File: src/rtl/pipelined_adder.sv
// Pipelined WIDTH-bit add/subtract, STAGES carry-chained chunks with a global-stall valid/ready pipe.
// Optional signed-overflow output is built when PIPELINED_ADDER_OVERFLOW_EN is defined.
module pipelined_adder #(
    parameter int WIDTH  = 32,
    parameter int STAGES = 4
) (
    input  logic             clk,
    input  logic             reset,
    input  logic             in_valid,
    output logic             in_ready,
    input  logic             sub,
    input  logic [WIDTH-1:0] data_in1,
    input  logic [WIDTH-1:0] data_in2,
    input  logic             Cin,
    output logic             out_valid,
    input  logic             out_ready,
    output logic [WIDTH-1:0] data_out,
    output logic             Cout,
    output logic             ovf
);

    localparam int CW = WIDTH / STAGES;

    logic [STAGES-1:0] valid_q;
    logic [STAGES-1:0] carry_q;
    logic [WIDTH-1:0]  a_q   [STAGES];
    logic [WIDTH-1:0]  b_q   [STAGES];
    logic [WIDTH-1:0]  sum_q [STAGES];

    logic [STAGES-1:0] v_in;
    logic [STAGES-1:0] c_in;
    logic [STAGES-1:0] c_nxt;
    logic [WIDTH-1:0]  a_in  [STAGES];
    logic [WIDTH-1:0]  b_in  [STAGES];
    logic [WIDTH-1:0]  s_in  [STAGES];
    logic [WIDTH-1:0]  s_nxt [STAGES];
    logic [CW:0]       part  [STAGES];
    logic              adv;

    // Global stall: the whole pipe moves only when the last slot can drain.
    assign adv      = ~out_valid | out_ready;
    assign in_ready = adv;

    // Stage 0 sees the conditioned operands; stage k sees the registers of stage k-1.
    always_comb begin
        v_in[0] = in_valid;
        a_in[0] = data_in1;
        b_in[0] = sub ? ~data_in2 : data_in2;
        c_in[0] = sub ? ~Cin : Cin;
        s_in[0] = '0;
        for (int k = 1; k < STAGES; k++) begin
            v_in[k] = valid_q[k-1];
            a_in[k] = a_q[k-1];
            b_in[k] = b_q[k-1];
            c_in[k] = carry_q[k-1];
            s_in[k] = sum_q[k-1];
        end
    end

    always_comb begin
        for (int k = 0; k < STAGES; k++) begin
            part[k]  = {1'b0, a_in[k][k*CW +: CW]} + {1'b0, b_in[k][k*CW +: CW]}
                     + {{CW{1'b0}}, c_in[k]};
            s_nxt[k] = s_in[k];
            s_nxt[k][k*CW +: CW] = part[k][CW-1:0];
            c_nxt[k] = part[k][CW];
        end
    end

    always_ff @(posedge clk) begin
        if (reset) begin
            valid_q <= '0;
            carry_q <= '0;
            for (int k = 0; k < STAGES; k++) begin
                a_q[k]   <= '0;
                b_q[k]   <= '0;
                sum_q[k] <= '0;
            end
        end else if (adv) begin
            valid_q <= v_in;
            carry_q <= c_nxt;
            for (int k = 0; k < STAGES; k++) begin
                a_q[k]   <= a_in[k];
                b_q[k]   <= b_in[k];
                sum_q[k] <= s_nxt[k];
            end
        end
    end

    assign out_valid = valid_q[STAGES-1];
    assign data_out  = sum_q[STAGES-1];
    assign Cout      = carry_q[STAGES-1];

`ifdef PIPELINED_ADDER_OVERFLOW_EN
    logic msb_cin;
    logic ovf_q;

    // Carry into the MSB is recovered from the MSB sum bit and its two operand bits.
    assign msb_cin = a_in[STAGES-1][WIDTH-1] ^ b_in[STAGES-1][WIDTH-1]
                   ^ s_nxt[STAGES-1][WIDTH-1];

    always_ff @(posedge clk) begin
        if (reset) begin
            ovf_q <= 1'b0;
        end else if (adv) begin
            ovf_q <= msb_cin ^ c_nxt[STAGES-1];
        end
    end

    assign ovf = ovf_q;
`else
    assign ovf = 1'b0;
`endif

endmodule
File: config.mk
export PLATFORM = sky130hd
export DESIGN_NAME = pipelined_adder
export DESIGN_NICKNAME = d
export VERILOG_FILES = /design/src/rtl/pipelined_adder.sv
export SDC_FILE = /design/constraint.sdc
export NUM_CORES = 1
export LEC_CHECK = 0
export BUFFER_PORTS_ARGS = -buffer_cell sky130_fd_sc_hd__buf_2
export CELL_PAD_IN_SITES_DETAIL_PLACEMENT = 0
export CELL_PAD_IN_SITES_GLOBAL_PLACEMENT = 1
export CORE_MARGIN = 1.5
export CORE_UTILIZATION = 36
export DETAILED_ROUTE_END_ITERATION = 8
export GPL_ROUTABILITY_DRIVEN = 0
export PLACE_DENSITY_LB_ADDON = 0.2
export SYNTH_ARGS = -nofsm -noshare
export SYNTH_HDL_FRONTEND = slang
export SYNTH_SLANG_ARGS = --single-unit
File: constraint.sdc
create_clock -name clk -period 7 [get_ports clk]
set_clock_uncertainty 0.1 [all_clocks]
set_input_delay 0.7 -clock clk [delete_from_list [all_inputs] [get_ports clk]]
set_output_delay 0.7 -clock clk [all_outputs]
set_load 0.01 [all_outputs]
==> out/metrics.yaml, run 1 <==
synth.top_cell.area_share_pct: 62.08
setup_viol: 0
syn2layout_area_growth_pct: 15.70
drv_slew: 0
tightest_slew_ps: 1184
path_clk_slew_ps: 70
clkLatencyLatePin_ps: 420
ys.flop_type: "edfxtp_1"
reg2reg_depth: 6
regToRegSetupSlack_ps: 4370
diodes: 0
cts_buffer_depth: 2
htree_levels: 4
die_w_um: 156.8
power.leakage_uw: 0.004526
antenna_found_initial: 0
die_h_um: 156.8
power_frac_clock_pct: 36.6
worst_hold_slack_ps: 354.0
dieArea_mm2: 0.02458
worst_slack_ps: 3689
cts_tree: "built"
drt_iter0_drc: 338
hold_viol_final: 0
p_int_uw: 1866
worst_r2r_startpoint: "a_q[0][8]"
p_sw_share_pct: 23.78
drcViolationCount: 0
combPwrFrac_pct: 9.7
wl_per_cell_um: 15.28
place_ws_ps: 3208
synth_seq_cells: 184
synth_area_leaders: "edfxtp_1 62%, and3_1 9.4%, ha_1 4.1%, xnor2_1 2.8%, dfxtp_1 1.9%"
synthArstFlopShare_pct: 0
synth_area_leader_cell: "edfxtp_1"
num_vias: 5178
setup_tns_ps: 0
crit_required_ps: 6960
io_buffers: 104
syn_area_mm2: 0.008513
seqPwrFrac_pct: 53.7
hp-class: "register to register"
arrival_ps: 3270
grt_max_degree: 140
syn_inst: 646
grt_pass1_vias: 5069
end_kind: "register"
cts-buffers-inserted: 17
start_kind: "input port"
startpoint: "reset"
place_inst: 1031
post-dp-hpwl_mm: 10.06
syn-num-nets: 752
gr-total-overflow: 0
switchingPower_uw: 582.2
drt-total-wl_mm: 16.25
min_from: "valid_q[0]"
vdd_ir_drop_max_v: 0.0001177
cts_setup_buffers: 0
fp-row-count: 56
post-route-period-util_pct: 47.29
worst-setup-path-type: "input port to register"
core_area_mm2: 0.02333
nNetsFinal: 837
slew_headroom_pct: 21.09
ctsResizeCount: 0
rsz0062_at_grt: "no"
seq_area_frac_synth_pct: 63.96
status: "complete, no violations"
globalRouteTotalUtil_pct: 13.73
synth_warnings: 0
layout_min_cycle_time_ps: 3311
post-route-util_pct: 42.21
fmax_mhz: 302.1
root_buffer: "clkbuf_16"
final_cells: 1063
start_util_pct: 36.49
grt_pass1_wl_mm: 26.21
synth_cell_type_count: 53
synth_edf_count: 176
vias_per_cell: 4.871
power_density_mw_per_mm2: 248.6
io_pins: 106
syn-mean-instance-area_um2: 13.18
drtAntennaViolNets: 0
cp-endpoint: "sum_q[1][12]"
cap_violations: 0
cts_sinks: 184
cts_hold_buf: 0
dr.pass1.iters: 4
worstReg2RegEnd: "sum_q[1][14]"
crit_fanout: 119
drive_gt1_share_pct: 20.03
## metrics by stage
step                total power (µW)  cell area (µm²)
finish                          2448             9849
CTS                             2475             9849
global placement                1576             9304
detailed placement              1580             9304
floorplan                       1500             8513
global route                    2554             9849
## metal layers
metal / share of wire, % / global-route usage [%]
met5: 0 / 0
met4: 0.64 / 3.946
met2: 47 / 21.64
met1: 48 / 18.78
met3: 4.2 / 3.351
## worst max-delay path, cell delays in order
cell	delay, ps
buf_2	240
clkinv_2	730
nand2_4	930
buf_12	570
## registers in the layout, summed over array words and instances (netlist names)
name     cells
b_q         48
carry_q      4
a_q         48
sum_q       80
valid_q      4
## final cells by class
class                   count  area (µm²)
fillers                  2207       13480
flip-flops and latches    184        5445
multi-input cells         407        2841
repair buffers            109       570.5
clock buffers              18       429.2
well taps                 319       399.1
clock inverters            14       116.4
inverters                  12       47.55
## kinds of logic after synthesis
kind of cell / count (synthesis) / share of synthesized area [%]
other: 1 / 0.04405
xor gates and xnor gates: 36 / 3.704
muxes: 4 / 0.4703
buffers and inverters: 55 / 2.748
and+or+nand+nor: 258 / 17.67
adders and majority gates: 36 / 5.996
AOI/OAI and AO/OA: 72 / 5.409
DFF: 184 / 63.96
## worst min-delay path by stage
stage	to	slack, ps	cells after the start
final	valid_q[0]	350	2
after detailed placement	valid_q[0]	350	2
after global routing	valid_q[1]	400	2
after floorplan	valid_q[0]	330	2
after global placement	valid_q[0]	340	2
after CTS	valid_q[0]	360	2
## cell usage in the layout, fill, tap and decap left out, drive strengths merged, types with 2 or more instances in the layout
cell      count
or4           3
dfxtp         8
or4b          3
xnor2        27
a211oi       10
nand2b        7
or3           6
and2b         2
o21bai        4
nor2         42
a21oi        18
clkinvlp      4
nor3b         4
o21ai        19
o31a          2
nor3          9
nor4b         3
nand3         9
fa            8
and2          2
edfxtp      176
o21a          2
clkinv        5
nand2        23
o211ai        5
nor2b         8
ha           28
a21o          3
inv          17
o2111ai       3
mux2i         4
and3        128
xor2          9
clkbuf       18
nand4b        3
buf         109
o221ai        2
## cells in the mapped netlist, drive strengths merged (4+ instances only)
master / count
or3: 6
a211oi: 10
nor3b: 4
o21bai: 4
and3: 128
xor2: 9
clkbuf: 32
nor3: 9
nand2b: 7
xnor2: 27
inv: 11
edfxtp: 176
ha: 28
dfxtp: 8
o21ai: 19
a21oi: 18
nor2: 42
nand3: 9
mux2i: 4
buf: 11
nor2b: 8
fa: 8
nand2: 23
o211ai: 5
## power groups by stage
stage          logic [µW]  registers, µW  clock network [µW]
6_report              238           1310                 896
3_5_place_dp          240           1340                   0
5_1_grt               271           1320                 959
3_3_place_gp          237           1340                   0
2_1_floorplan         162           1340                   0
4_1_cts               241           1320                 918
Note: power is estimated with default switching activity, not from simulation.
==> run 2, diff against run 1 <==
Clock period 7 ns to 3.3 ns, I/O delays scaled along.
==> run 2 against run 1 <==
Core utilization grew 0.57 points. Sequential power up 110%. Critical path depth grew 2. Power grew 120%. Critical endpoint is now sum_q[1][14]. Largest cell class unchanged. Highest routed layer unchanged.
==> out/metrics.yaml, run 2 (synthesis gave the netlist of run 1 again) <==
status: "complete, no violations"  # unchanged
final_cell_mix: "176 x edfxtp_1, 128 x and3_1, 104 x buf_2, 42 x nor2_1, 28 x ha_1"  # unchanged
vias_per_cell: 4.878  # was 4.871
layout_min_cycle_time_ps: 2625
cts-buffers-inserted: 17  # unchanged
ctsResizeCount: 0  # unchanged
worst-setup-path-type: "register to register"  # was input port to register
cts_setup_buffers: 0  # unchanged
fp-row-count: 56  # unchanged
vdd_ir_drop_max_v: 0.0002502  # was 0.0001177 V
slowest_delay_ps: 460  # was 930 ps
cts_sinks: 184  # unchanged
die_h_um: 156.8  # unchanged
post-route-period-util_pct: 79.56
root_buffer: "clkbuf_16"  # unchanged
hp-class: "input port to register"  # was register to register
largest_reg_flops: 80  # unchanged
hold_viol_final: 0  # unchanged
cts_tree: "built"  # unchanged
setup_tns_ps: 0  # unchanged
start_util_pct: 36.49  # unchanged
syn2layout_area_growth_pct: 17.25  # was 15.70%
fmax_mhz: 380.9
fill_cells: 2166  # was 2,207
htree_levels: 4  # unchanged
regMostFlops: "sum_q"  # unchanged
path_clk_slew_ps: 70  # about the same
top_regs: "sum_q (80), a_q (48), b_q (48)"  # unchanged
drt-total-wl_mm: 16.50  # was 16.25 mm
arrival_ps: 2700  # was 3270 ps
crit_required_ps: 3370  # was 6960 ps
drt_iter0_drc: 267  # was 338
crit_family: "adder cells"  # was buffers and inverters
layout_commonest_cell: "edfxtp_1"  # unchanged
power.leakage_uw: 0.004586  # was 0.004526 µW
drtAntennaViolNets: 0  # unchanged
cts_buffer_depth: 2  # unchanged
clkLatencyLatePin_ps: 430  # was 420 ps
core_area_mm2: 0.02333  # unchanged
num_vias: 5219  # was 5,178
nNetsFinal: 845  # was 837
grt_pass1_wl_mm: 26.73  # was 26.21 mm
cap_violations: 0  # unchanged
cts_hold_buf: 0  # unchanged
wl_per_cell_um: 15.42  # was 15.28 µm
slew_headroom_pct: 48.98  # was 21.09%
globalRouteTotalUtil_pct: 14.16  # was 13.73%
power_density_mw_per_mm2: 533.8  # was 248.6 mW/mm²
setup_viol: 0  # unchanged
crit_fanout: 3  # was 119
dr.pass1.iters: 4  # unchanged
drcViolationCount: 0  # unchanged
crit_path_frequent_cell: "fa_1"
dieArea_mm2: 0.02458  # unchanged
antenna_found_initial: 0  # unchanged
worst-path-buf-inv: 0  # was 3
path_cells: "fa_1 -> fa_1 -> a21oi_1 -> o21ai_0 -> and4b_1 -> or3_1"  # was buf_2 -> clkinv_2 -> nand2_4 -> buf_12
io_pins: 106  # unchanged
gr-total-overflow: 0  # unchanged
rsz0062_at_grt: "no"  # unchanged
diodes: 0  # unchanged
io_buffers: 104  # unchanged
end_kind: "register"  # unchanged
die_w_um: 156.8  # unchanged
drv_slew: 0  # unchanged
drive_gt1_share_pct: 20.37  # was 20.03%
worst_hold_slack_ps: 109.6  # was 354.0 ps
grt_max_degree: 119  # was 140
grt_pass1_vias: 5370  # was 5,069
cpMaxStageDelayCell: "fa_1"  # was nand2_4
post-dp-hpwl_mm: 11.01  # was 10.06 mm
tightest_slew_ps: 765.3  # was 1184 ps
start_kind: "register"  # was input port
run 2: cell count changes in the layout (fill, tap and decap cells not counted), moves of 2 or more:
| cell | before | now |
|---|---|---|
| inv_6 | 6 | 1 |
| bufinv_16 | 0 | 3 |
| buf_4 | 4 | 10 |
| buf_12 | 1 | 3 |
| clkinv_1 | 0 | 3 |
run 2: layout make-up:
type,count,area [µm²],share of cell area [%]
Sequential cell,184,5445,54.55
Multi-Input combinational cell,407,2850,28.55
Timing Repair Buffer,117,655.6,6.568
Clock buffer,18,429.2,4.299
Tap cell,319,399.1,3.998
Clock inverter,13,155.1,1.554
Inverter,12,47.55,0.4763
run 2: worst register-to-register path, delay by kind of cell (launching register included):
| family | cells | cell delay (ps) |
|---|---|---|
| adder cells (fa/ha/maj) | 2 | 890 |
| AND/OR/NAND/NOR | 2 | 580 |
| AO/OA/AOI/OAI | 2 | 420 |
| flip-flops | 1 | 390 |
run 2: power breakdown:
| group | internal (µW) | total (µW) | switching (µW) |
|---|---|---|---|
| combinational | 239 | 515 | 276 |
| clock | 1180 | 2030 | 845 |
| sequential | 2740 | 2790 | 47.2 |
run 2: stage by stage:
| stage | setup WS, ps | total power, µW | instances | instance area, µm² | utilization, % |
|---|---|---|---|---|---|
| after CTS | 667.6 | 5399 | 1070 | 9982 | 42.78 |
| after global routing | 527.3 | 5553 | 1070 | 9982 | 42.78 |
| after global placement | 764.1 | 3349 | 1039 | 9398 | 40.28 |
| after detailed placement | 694.2 | 3359 | 1039 | 9398 | 40.28 |
| after floorplan | 551.4 | 3179 | 646 | 8521 | - |
| final | 674.6 | 5329 | 1070 | 9982 | 42.78 |
run 2: worst paths after layout:
| check | cells after the start | from | endpoint | slack, ps |
|---|---|---|---|---|
| max | 6 | a_q[0][8] | sum_q[1][14] | 670 |
| min | 2 | data_in1[18] | a_q[0][18] | 110 |
| max reg2reg | 6 | a_q[0][8] | sum_q[1][14] | 670 |
| min reg2reg | 2 | valid_q[1] | valid_q[1] | 360 |
run 2: metal layers:
metal / vias to the layer above / share of wire (%) / track usage, % / wire length [µm]
li1: 2598 / - / - / -
met1: 2513 / 48 / 18.47 / 7911
met2: 91 / 47 / 23.09 / 7828
met3: 17 / 3.3 / 3.295 / 549
met4: 0 / 1.3 / 4.989 / 209
met5: - / 0 / 0 / 0
